File: config.mk
export PLATFORM = sky130hd
export DESIGN_NAME = paralelo_serial_cfg
export DESIGN_NICKNAME = d
export VERILOG_FILES = /design/src/rtl/pcie_phy_pkg.sv /design/src/rtl/ps_sync_fifo.sv /design/src/rtl/paralelo_serial_cfg.sv
export SDC_FILE = /design/constraint.sdc
export NUM_CORES = 1
export LEC_CHECK = 0
export CORE_MARGIN = 1.5
export CORE_UTILIZATION = 35
export CTS_CLUSTER_DIAMETER = 30
export DETAILED_ROUTE_END_ITERATION = 6
export HOLD_SLACK_MARGIN = 0.12
export PLACE_DENSITY = 0.57
export SLEW_MARGIN = 5
export SYNTH_ARGS = -nofsm -noshare
export SYNTH_HDL_FRONTEND = slang
export SYNTH_HIERARCHICAL = 1
export SYNTH_SLANG_ARGS = --single-unit
File: constraint.sdc
create_clock -name clk_32f -period 5.9 [get_ports clk_32f]
set_input_delay 1.18 -clock clk_32f [delete_from_list [all_inputs] [get_ports clk_32f]]
set_output_delay 1.18 -clock clk_32f [all_outputs]
set_load 0.02 [all_outputs]
File: src/rtl/pcie_phy_pkg.sv
// Shared PCIe PHY transmit-path definitions: K28.5 comma symbol,
// serializer state encoding and FIFO level sizing helper.
package pcie_phy_pkg;

  localparam logic [7:0] K28_5_COM = 8'hBC;

  typedef enum logic {
    PS_LOAD  = 1'b0,
    PS_SHIFT = 1'b1
  } ps_state_e;

  // Bits needed to hold a fill level in 0..depth inclusive.
  function automatic int level_width(input int depth);
    return $clog2(depth + 1);
  endfunction

endpackage

File: src/rtl/ps_sync_fifo.sv
// Single-clock symbol FIFO with wrapping read/write pointers and an explicit
// level counter. A push when full or a pop when empty is ignored.
module ps_sync_fifo
  import pcie_phy_pkg::*;
#(
  parameter int WIDTH = 8,
  parameter int DEPTH = 4
) (
  input  logic                            clk,
  input  logic                            rst_n,
  input  logic                            push,
  input  logic [WIDTH-1:0]                wdata,
  input  logic                            pop,
  output logic [WIDTH-1:0]                rdata,
  output logic                            full,
  output logic                            empty,
  output logic [level_width(DEPTH)-1:0]   level
);

  localparam int PW = $clog2(DEPTH);
  localparam int LW = level_width(DEPTH);

  logic [PW-1:0]    wr_ptr_q, wr_ptr_d;
  logic [PW-1:0]    rd_ptr_q, rd_ptr_d;
  logic [LW-1:0]    level_q, level_d;
  logic [WIDTH-1:0] mem_q [DEPTH];
  logic             push_ok, pop_ok;

  assign full  = (level_q == LW'(DEPTH));
  assign empty = (level_q == '0);
  assign level = level_q;
  assign rdata = mem_q[rd_ptr_q];

  always_comb begin
    // NOTE: every output gets a default first so no path leaves it unassigned (no latch).
    push_ok  = push && !full;
    pop_ok   = pop && !empty;
    wr_ptr_d = wr_ptr_q;
    rd_ptr_d = rd_ptr_q;
    level_d  = level_q;
    if (push_ok) wr_ptr_d = wr_ptr_q + PW'(1);
    if (pop_ok)  rd_ptr_d = rd_ptr_q + PW'(1);
    case ({push_ok, pop_ok})
      2'b10:   level_d = level_q + LW'(1);
      2'b01:   level_d = level_q - LW'(1);
      default: level_d = level_q;
    endcase
  end

  always_ff @(posedge clk or negedge rst_n) begin
    // NOTE: state flops use non-blocking assignment so all update together at the edge.
    if (!rst_n) begin
      wr_ptr_q <= '0;
      rd_ptr_q <= '0;
      level_q  <= '0;
    end else begin
      wr_ptr_q <= wr_ptr_d;
      rd_ptr_q <= rd_ptr_d;
      level_q  <= level_d;
    end
  end

  // NOTE: storage is not reset; an entry is only read after it has been written.
  always_ff @(posedge clk) begin
    if (push_ok) mem_q[wr_ptr_q] <= wdata;
  end

endmodule

File: src/rtl/paralelo_serial_cfg.sv
// Parallel-to-serial converter for the PCIe PHY transmit path with idle-symbol
// fill. Define PS_LSB_FIRST_EN to shift each symbol LSB first (default MSB first).
module paralelo_serial_cfg
  import pcie_phy_pkg::*;
#(
  parameter int               WIDTH    = 8,
  parameter int               DEPTH    = 4,
  parameter logic [WIDTH-1:0] IDLE_SYM = WIDTH'(K28_5_COM)
) (
  input  logic                           clk_32f,
  input  logic                           reset_L,
  input  logic [WIDTH-1:0]               data_in,
  input  logic                           valid_in,
  output logic                           ready_out,
  output logic                           data_out,
  output logic                           sym_start,
  output logic                           idle_out,
  output logic [level_width(DEPTH)-1:0]  fifo_level
);

  localparam int            CW       = $clog2(WIDTH);
  localparam logic [CW-1:0] LAST_CNT = CW'(WIDTH - 1);

  logic [WIDTH-1:0] sh_q, sh_d;
  logic [CW-1:0]    bit_cnt_q, bit_cnt_d;
  logic             data_out_q, data_out_d;
  logic             sym_start_q, sym_start_d;
  logic             idle_out_q, idle_out_d;
  logic [WIDTH-1:0] fifo_rdata, load_sym;
  logic             fifo_pop, fifo_full, fifo_empty;
  ps_state_e        state;

  ps_sync_fifo #(
    .WIDTH (WIDTH),
    .DEPTH (DEPTH)
  ) u_fifo (
    .clk   (clk_32f),
    .rst_n (reset_L),
    .push  (valid_in && ready_out),
    .wdata (data_in),
    .pop   (fifo_pop),
    .rdata (fifo_rdata),
    .full  (fifo_full),
    .empty (fifo_empty),
    .level (fifo_level)
  );

  assign ready_out = !fifo_full;
  assign data_out  = data_out_q;
  assign sym_start = sym_start_q;
  assign idle_out  = idle_out_q;

  // bit_cnt is zero after reset and after the last bit, so both cases load.
  always_comb begin
    state       = (bit_cnt_q == '0) ? PS_LOAD : PS_SHIFT;
    load_sym    = fifo_empty ? IDLE_SYM : fifo_rdata;
    fifo_pop    = 1'b0;
    sh_d        = sh_q;
    bit_cnt_d   = bit_cnt_q;
    data_out_d  = data_out_q;
    sym_start_d = 1'b0;
    idle_out_d  = idle_out_q;
    if (state == PS_LOAD) begin
      fifo_pop    = !fifo_empty;
      idle_out_d  = fifo_empty;
      sh_d        = load_sym;
      bit_cnt_d   = LAST_CNT;
      sym_start_d = 1'b1;
`ifdef PS_LSB_FIRST_EN
      data_out_d  = load_sym[0];
`else
      data_out_d  = load_sym[WIDTH-1];
`endif
    end else begin
      bit_cnt_d   = bit_cnt_q - CW'(1);
`ifdef PS_LSB_FIRST_EN
      data_out_d  = sh_q[1];
      sh_d        = sh_q >> 1;
`else
      data_out_d  = sh_q[WIDTH-2];
      sh_d        = sh_q << 1;
`endif
    end
  end

  always_ff @(posedge clk_32f or negedge reset_L) begin
    if (!reset_L) begin
      sh_q        <= '0;
      bit_cnt_q   <= '0;
      data_out_q  <= 1'b0;
      sym_start_q <= 1'b0;
      idle_out_q  <= 1'b0;
    end else begin
      sh_q        <= sh_d;
      bit_cnt_q   <= bit_cnt_d;
      data_out_q  <= data_out_d;
      sym_start_q <= sym_start_d;
      idle_out_q  <= idle_out_d;
    end
  end

endmodule

# Word level (Yosys, flattened, before mapping)
# Memories as Yosys holds them, arrays and structs flattened.
# Cells that the tools add are included.
[totals]
ramBits = 32
latch_bits = 0
ff_bits = 20
in_bits = 11
n_memories = 1
wordCells = 34
mem_bits_ro = 0
out_inout_bits = 7
[memory_table]
columns = ["name", "words", "width", "read_ports", "rd_clocked_by_memory_dff", "wr", "line_no", "text"]
rows = [
  ["u_fifo.mem_q", 4, 8, 1, 0, 1, "ps_sync_fifo.sv:26", "logic [WIDTH-1:0] mem_q [DEPTH];"],
]
[classes]
n_reduce_logical = 8
n_mul = 0
n_lt_le_gt_ge = 0
n_eq_ne = 3
n_addsub = 5
shift = 0
mux = 9
bitwise = 0
div_mod_pow = 0
[ops]
columns = ["cell", "count"]
rows = [
  ["8-bit two-way mux", 1],
  ["7-bit two-way mux", 1],
  ["3-bit zero test", 2],
  ["3-bit one-hot mux with 2 select lines", 1],
  ["3-bit by 1-bit subtractor with 3-bit output (second input constant)", 2],
  ["1-bit two-way mux", 5],
  ["2-bit by 1-bit adder with 2-bit output (second input constant)", 2],
  ["3-bit by 1-bit adder with 3-bit output (second input constant)", 1],
  ["3-bit == test (second input constant)", 1],
  ["1-bit logical AND", 3],
  ["3-bit two-way mux", 1],
  ["2-bit by 1-bit == test with 1-bit output (second input constant)", 1],
  ["2-bit == test (second input constant)", 1],
  ["1-bit zero test", 2],
  ["2-bit nonzero test", 1],
]

# Longest topological paths before layout
[logic_depth]
ltp_word = 6
ltp_mapped = 12
ltp_nobuf = 11

# Cells and area by module
# The synthesis kept the hierarchy.
[modules_own_cells]
columns = ["mod", "area_per_inst_um2", "n_inst", "cells_per_inst", "seq_area_each_um2"]
rows = [
  ["ps_sync_fifo", 1592.8, 1, 79, 1136.1],
  ["paralelo_serial_cfg", 571.8, 1, 49, 325.3],
]

# Worst setup path before layout
# OpenSTA, ideal clock, no wires.
[synth_path]
kind = "input -> register"
start = "input valid_in"
end = "register u_fifo.level_q[2], in the netlist u_fifo/level[2]"
path_buffers = 0
setup_slack_ps = 3370
setup_ps = 80
cell_stages = 9
arrival_time_ps = 2450
required_ps = 5820
cell_sequence = "nor2b_1 nor2b_4 inv_1 ha_1 inv_1 fa_1 xor2_1 nor2_1 xor2_1"
[synth_between]
elab_chain_cells = 4
elab_cells_between_ends = 6
classes_between = "eq/ne: 2; mux: 1; reduce/logical: 3"
[synth_lines]
columns = ["element", "line_no", "text"]
rows = [
  ["start: declaration", "paralelo_serial_cfg.sv:13", "input logic valid_in,"],
  ["1-bit logical AND *", "paralelo_serial_cfg.sv:39", ".push (valid_in && ready_out),"],
  ["1-bit logical AND *", "ps_sync_fifo.sv:36", "push_ok = push && !full;"],
  ["2-bit by 1-bit == test with 1-bit output or 2-bit == test (tied branches)", "ps_sync_fifo.sv:43", "case ({push_ok, pop_ok})"],
  ["3-bit one-hot mux with 2 select lines or 2-bit nonzero test (tied branches)", "n/a", ""],
  ["end signal: assignment", "ps_sync_fifo.sv:59", "level_q <= level_d;"],
  ["end: declaration", "ps_sync_fifo.sv:25", "logic [LW-1:0] level_q, level_d;"],
]
# Every way passes the cells marked *; elsewhere a longest branch is shown, timed or not.
# A chain may end at the register's enable or synchronous reset.

# Worst setup path after layout
[layout_path]
start = "register u_fifo.level_q[0], in the netlist u_fifo/level[0]"
end = "output ready_out"
[layout_between]
elab_chain_cells = 2
[layout_lines]
columns = ["element", "line_no", "text"]
rows = [
  ["3-bit == test", "ps_sync_fifo.sv:29", "assign full = (level_q == LW'(DEPTH));"],
  ["via fifo_full", "paralelo_serial_cfg.sv:30", "logic fifo_pop, fifo_full, fifo_empty;"],
  ["1-bit zero test", "paralelo_serial_cfg.sv:48", "assign ready_out = !fifo_full;"],
  ["end: declaration", "paralelo_serial_cfg.sv:14", "output logic ready_out,"],
]
# The timed path passes the listed nets, and every way through them passes these cells.

==> out/metrics.cfg <==
[synthesis]
async_flop_share_pct = 38.5
ys_seq_elements = 52
syn-cell-area_sq_um = 2160
yosysUniqueCellTypes = 25
ys_warn_count = 6
synth_most_common_cell = edfxtp_1
synth_commonest_cells = 32 x edfxtp_1, 20 x dfrtp_1, 14 x inv_1
netlist_instances = 128
synthFlopType = edfxtp_1
synth.avg_cell_area_sq_um = 16.9
synth_edf_count = 32
yosysSeqAreaShare_pct = 67.5
synth_area_leaders = edfxtp_1 44%, dfrtp_1 23%, mux4_2 8.3%
syn-num-nets = 147
synth_top_area_cell = edfxtp_1
synth_top_area_share_pct = 44.4

[grt]
grt_util_met1_pct = 13.6
grt_max_degree = 21
busiest_layer = met2
gr-total-overflow = 0
grt_pass1_vias = 1098
grt_use_met2_pct = 18.1
grt_pass1_wl_um = 5290
grt_util_all_layers_pct = 11.0
use_met3_pct = 3.67
antenna_found_initial = 0

[flow_run]
max_cap_violations = 0

[setup_path]
worstPathArrival_ps = 1700
reg2reg_from = u_fifo/level[0]
cp_max_fo = 6
r2r_cells = 9
cp.required_ps = 4720
r2r_slack_ps = 3360
endpoint_kind = output pin
crit_type = register to output pin
cp-startpoint = u_fifo/level[0]
critPathLaunchType = register
r2r-end = u_fifo/level[2]

[timing]
whs_ps = 432
layout_min_cycle_time_ps = 2880
hold_viol = 0
clock_skew_ps = 9.56
slew_headroom_pct = 34.0
tightest_slew_ps = 982
setup_viol_count_final = 0
rsz0062_at_grt = no
slew_viol_final = 0
period_share_pct = 48.8
tns_ps = 0
clock.fmax_mhz = 347

[final_layout]
nets = 167
layout-drive-gt1-share_pct = 18.8
synthToLayoutAreaGrowth_pct = 17.5
fill_cells = 556
multi_input_area_sq_um = 618
seqCellArea_sq_um = 1460
num_antenna_cells = 0

[floorplan]
dieArea_sq_um = 6670
core_sq_um = 5960
die_h_um = 81.6
die_w_um = 81.6
pin_count = 18
initial_core_util_pct = 36.3
row_count = 28

[clocking]
cts_resized = 0
cts_hold_buffers = 0
cts_root_buf = clkbuf_8
cts_max_level = 2
postCtsSetupBuffers = 0
clkTransAtPathRegs_ps = 90
cts_made_buffers = 5
cts_tree = done
cts_sinks = 52
clock_latency_ps = 300
clockBufferDepth = 2

[placement]
portBuffers = 17
place.gp.congestion = 0.649
hpwl_um = 2240

[route]
vias_per_cell = 4.59
routed_wl_um = 3120
postRouteAntennaNets = 0
drc = 0
dr.pass1.iters = 3
dr.first_iter.drc_count = 50
num_vias = 1028
wl_per_cell_um = 13.9

[power]
powerDensity_nw_per_um2 = 464
peakVddDrop_v = 0.000144
leakage_nw = 0.990

[status]
outcome = finished, final reports clean

[worst_hold_path]
holdPathEnd = bit_cnt_q[0]
whs_path_depth = 1
min_from = bit_cnt_q[0]
min_path_type = register to register

[worst max-delay path, cell delays in order, from the launching register on]
cell and delay [ps]:
dfrtp_1 480, nor3b_4 320, inv_1 60, clkdlybuf4s50_1 530
[worst max path at each step]
stage                       to  cells past startpoint
6_report             ready_out                      3
4_1_cts              ready_out                      3
3_3_place_gp   u_fifo/level[2]                     10
5_1_grt              ready_out                      3
3_5_place_dp   u_fifo/level[2]                     10
2_1_floorplan  u_fifo/level[2]                      9
[cells in the final DEF, fill, tap and decap left out, drive strengths merged]
| cell | instances |
|---|---|
| edfxtp | 32 |
| dfrtp | 20 |
| clkdlybuf4s50 | 17 |
| inv | 16 |
| mux4 | 8 |
| nor2 | 7 |
| ha | 7 |
| mux2i | 6 |
| clkbuf | 5 |
| mux2 | 4 |
| and2 | 4 |
| nor2b | 4 |
| nand2 | 3 |
| xnor2 | 3 |
| xor2 | 3 |
| nor3 | 2 |
| bufinv | 2 |
| nor3b | 2 |
| nand2b | 1 |
| a21oi | 1 |
| o31a | 1 |
| fa | 1 |
[stage by stage]
step | area [sq um] | util, % | std cells | power (W) | worst slack (ps)
final | 2540 | 42.7 | 224 | 0.00118 | 3020
after global routing | 2540 | 42.7 | 224 | 0.00126 | 2930
after CTS | 2540 | 42.7 | 224 | 0.00120 | 3010
after detailed placement | 2400 | 40.4 | 216 | 0.000912 | 2850
after global placement | 2400 | 40.4 | 216 | 0.000899 | 2940
after floorplan | 2160 | - | 128 | 0.000803 | 3370
[layout make-up]
class / instances / share of cell area [%]
clock buffers: 5 / 2.71
clock inverters: 3 / 2.71
inverters: 15 / 2.41
multi-input cells: 57 / 24.3
flip-flops and latches: 52 / 57.5
well taps: 75 / 3.69
repair buffers: 17 / 6.69
[layer usage]
layer / vias up / part of all wire [%]
li1: 485 / -
met1: 527 / 44
met2: 12 / 52
met3: 4 / 3.1
met4: 0 / 0.93
met5: - / 0
[sequential cells by signal (all words and copies together) (netlist names)]
register	flops
bit_cnt_q	3
u_fifo/rd_ptr_q	2
u_fifo/wr_ptr_q	2
u_fifo/level	3
data_out	1
sym_start	1
idle_out	1
sh_q	7
u_fifo/mem_q	32
[cell families after synthesis]
kind of cell	Yosys count	share of synthesized area (%)
muxes	18	13.9
DFF	52	67.5
xor gates and xnor gates	6	2.43
adders and majority gates	8	4.97
and+or+nand+nor	23	6.59
buffers and inverters	19	3.93
AOI/OAI and AO/OA	2	0.693
[where the power goes]
| group | internal (W) | switching, W | total (W) |
|---|---|---|---|
| Clock | 0.000171 | 0.000115 | 0.000286 |
| Sequential | 0.000491 | 0.0000747 | 0.000566 |
| Combinational | 0.000182 | 0.000147 | 0.000329 |
| Total | 0.000843 | 0.000337 | 0.00118 |
Power figures use the tool's default switching activity.
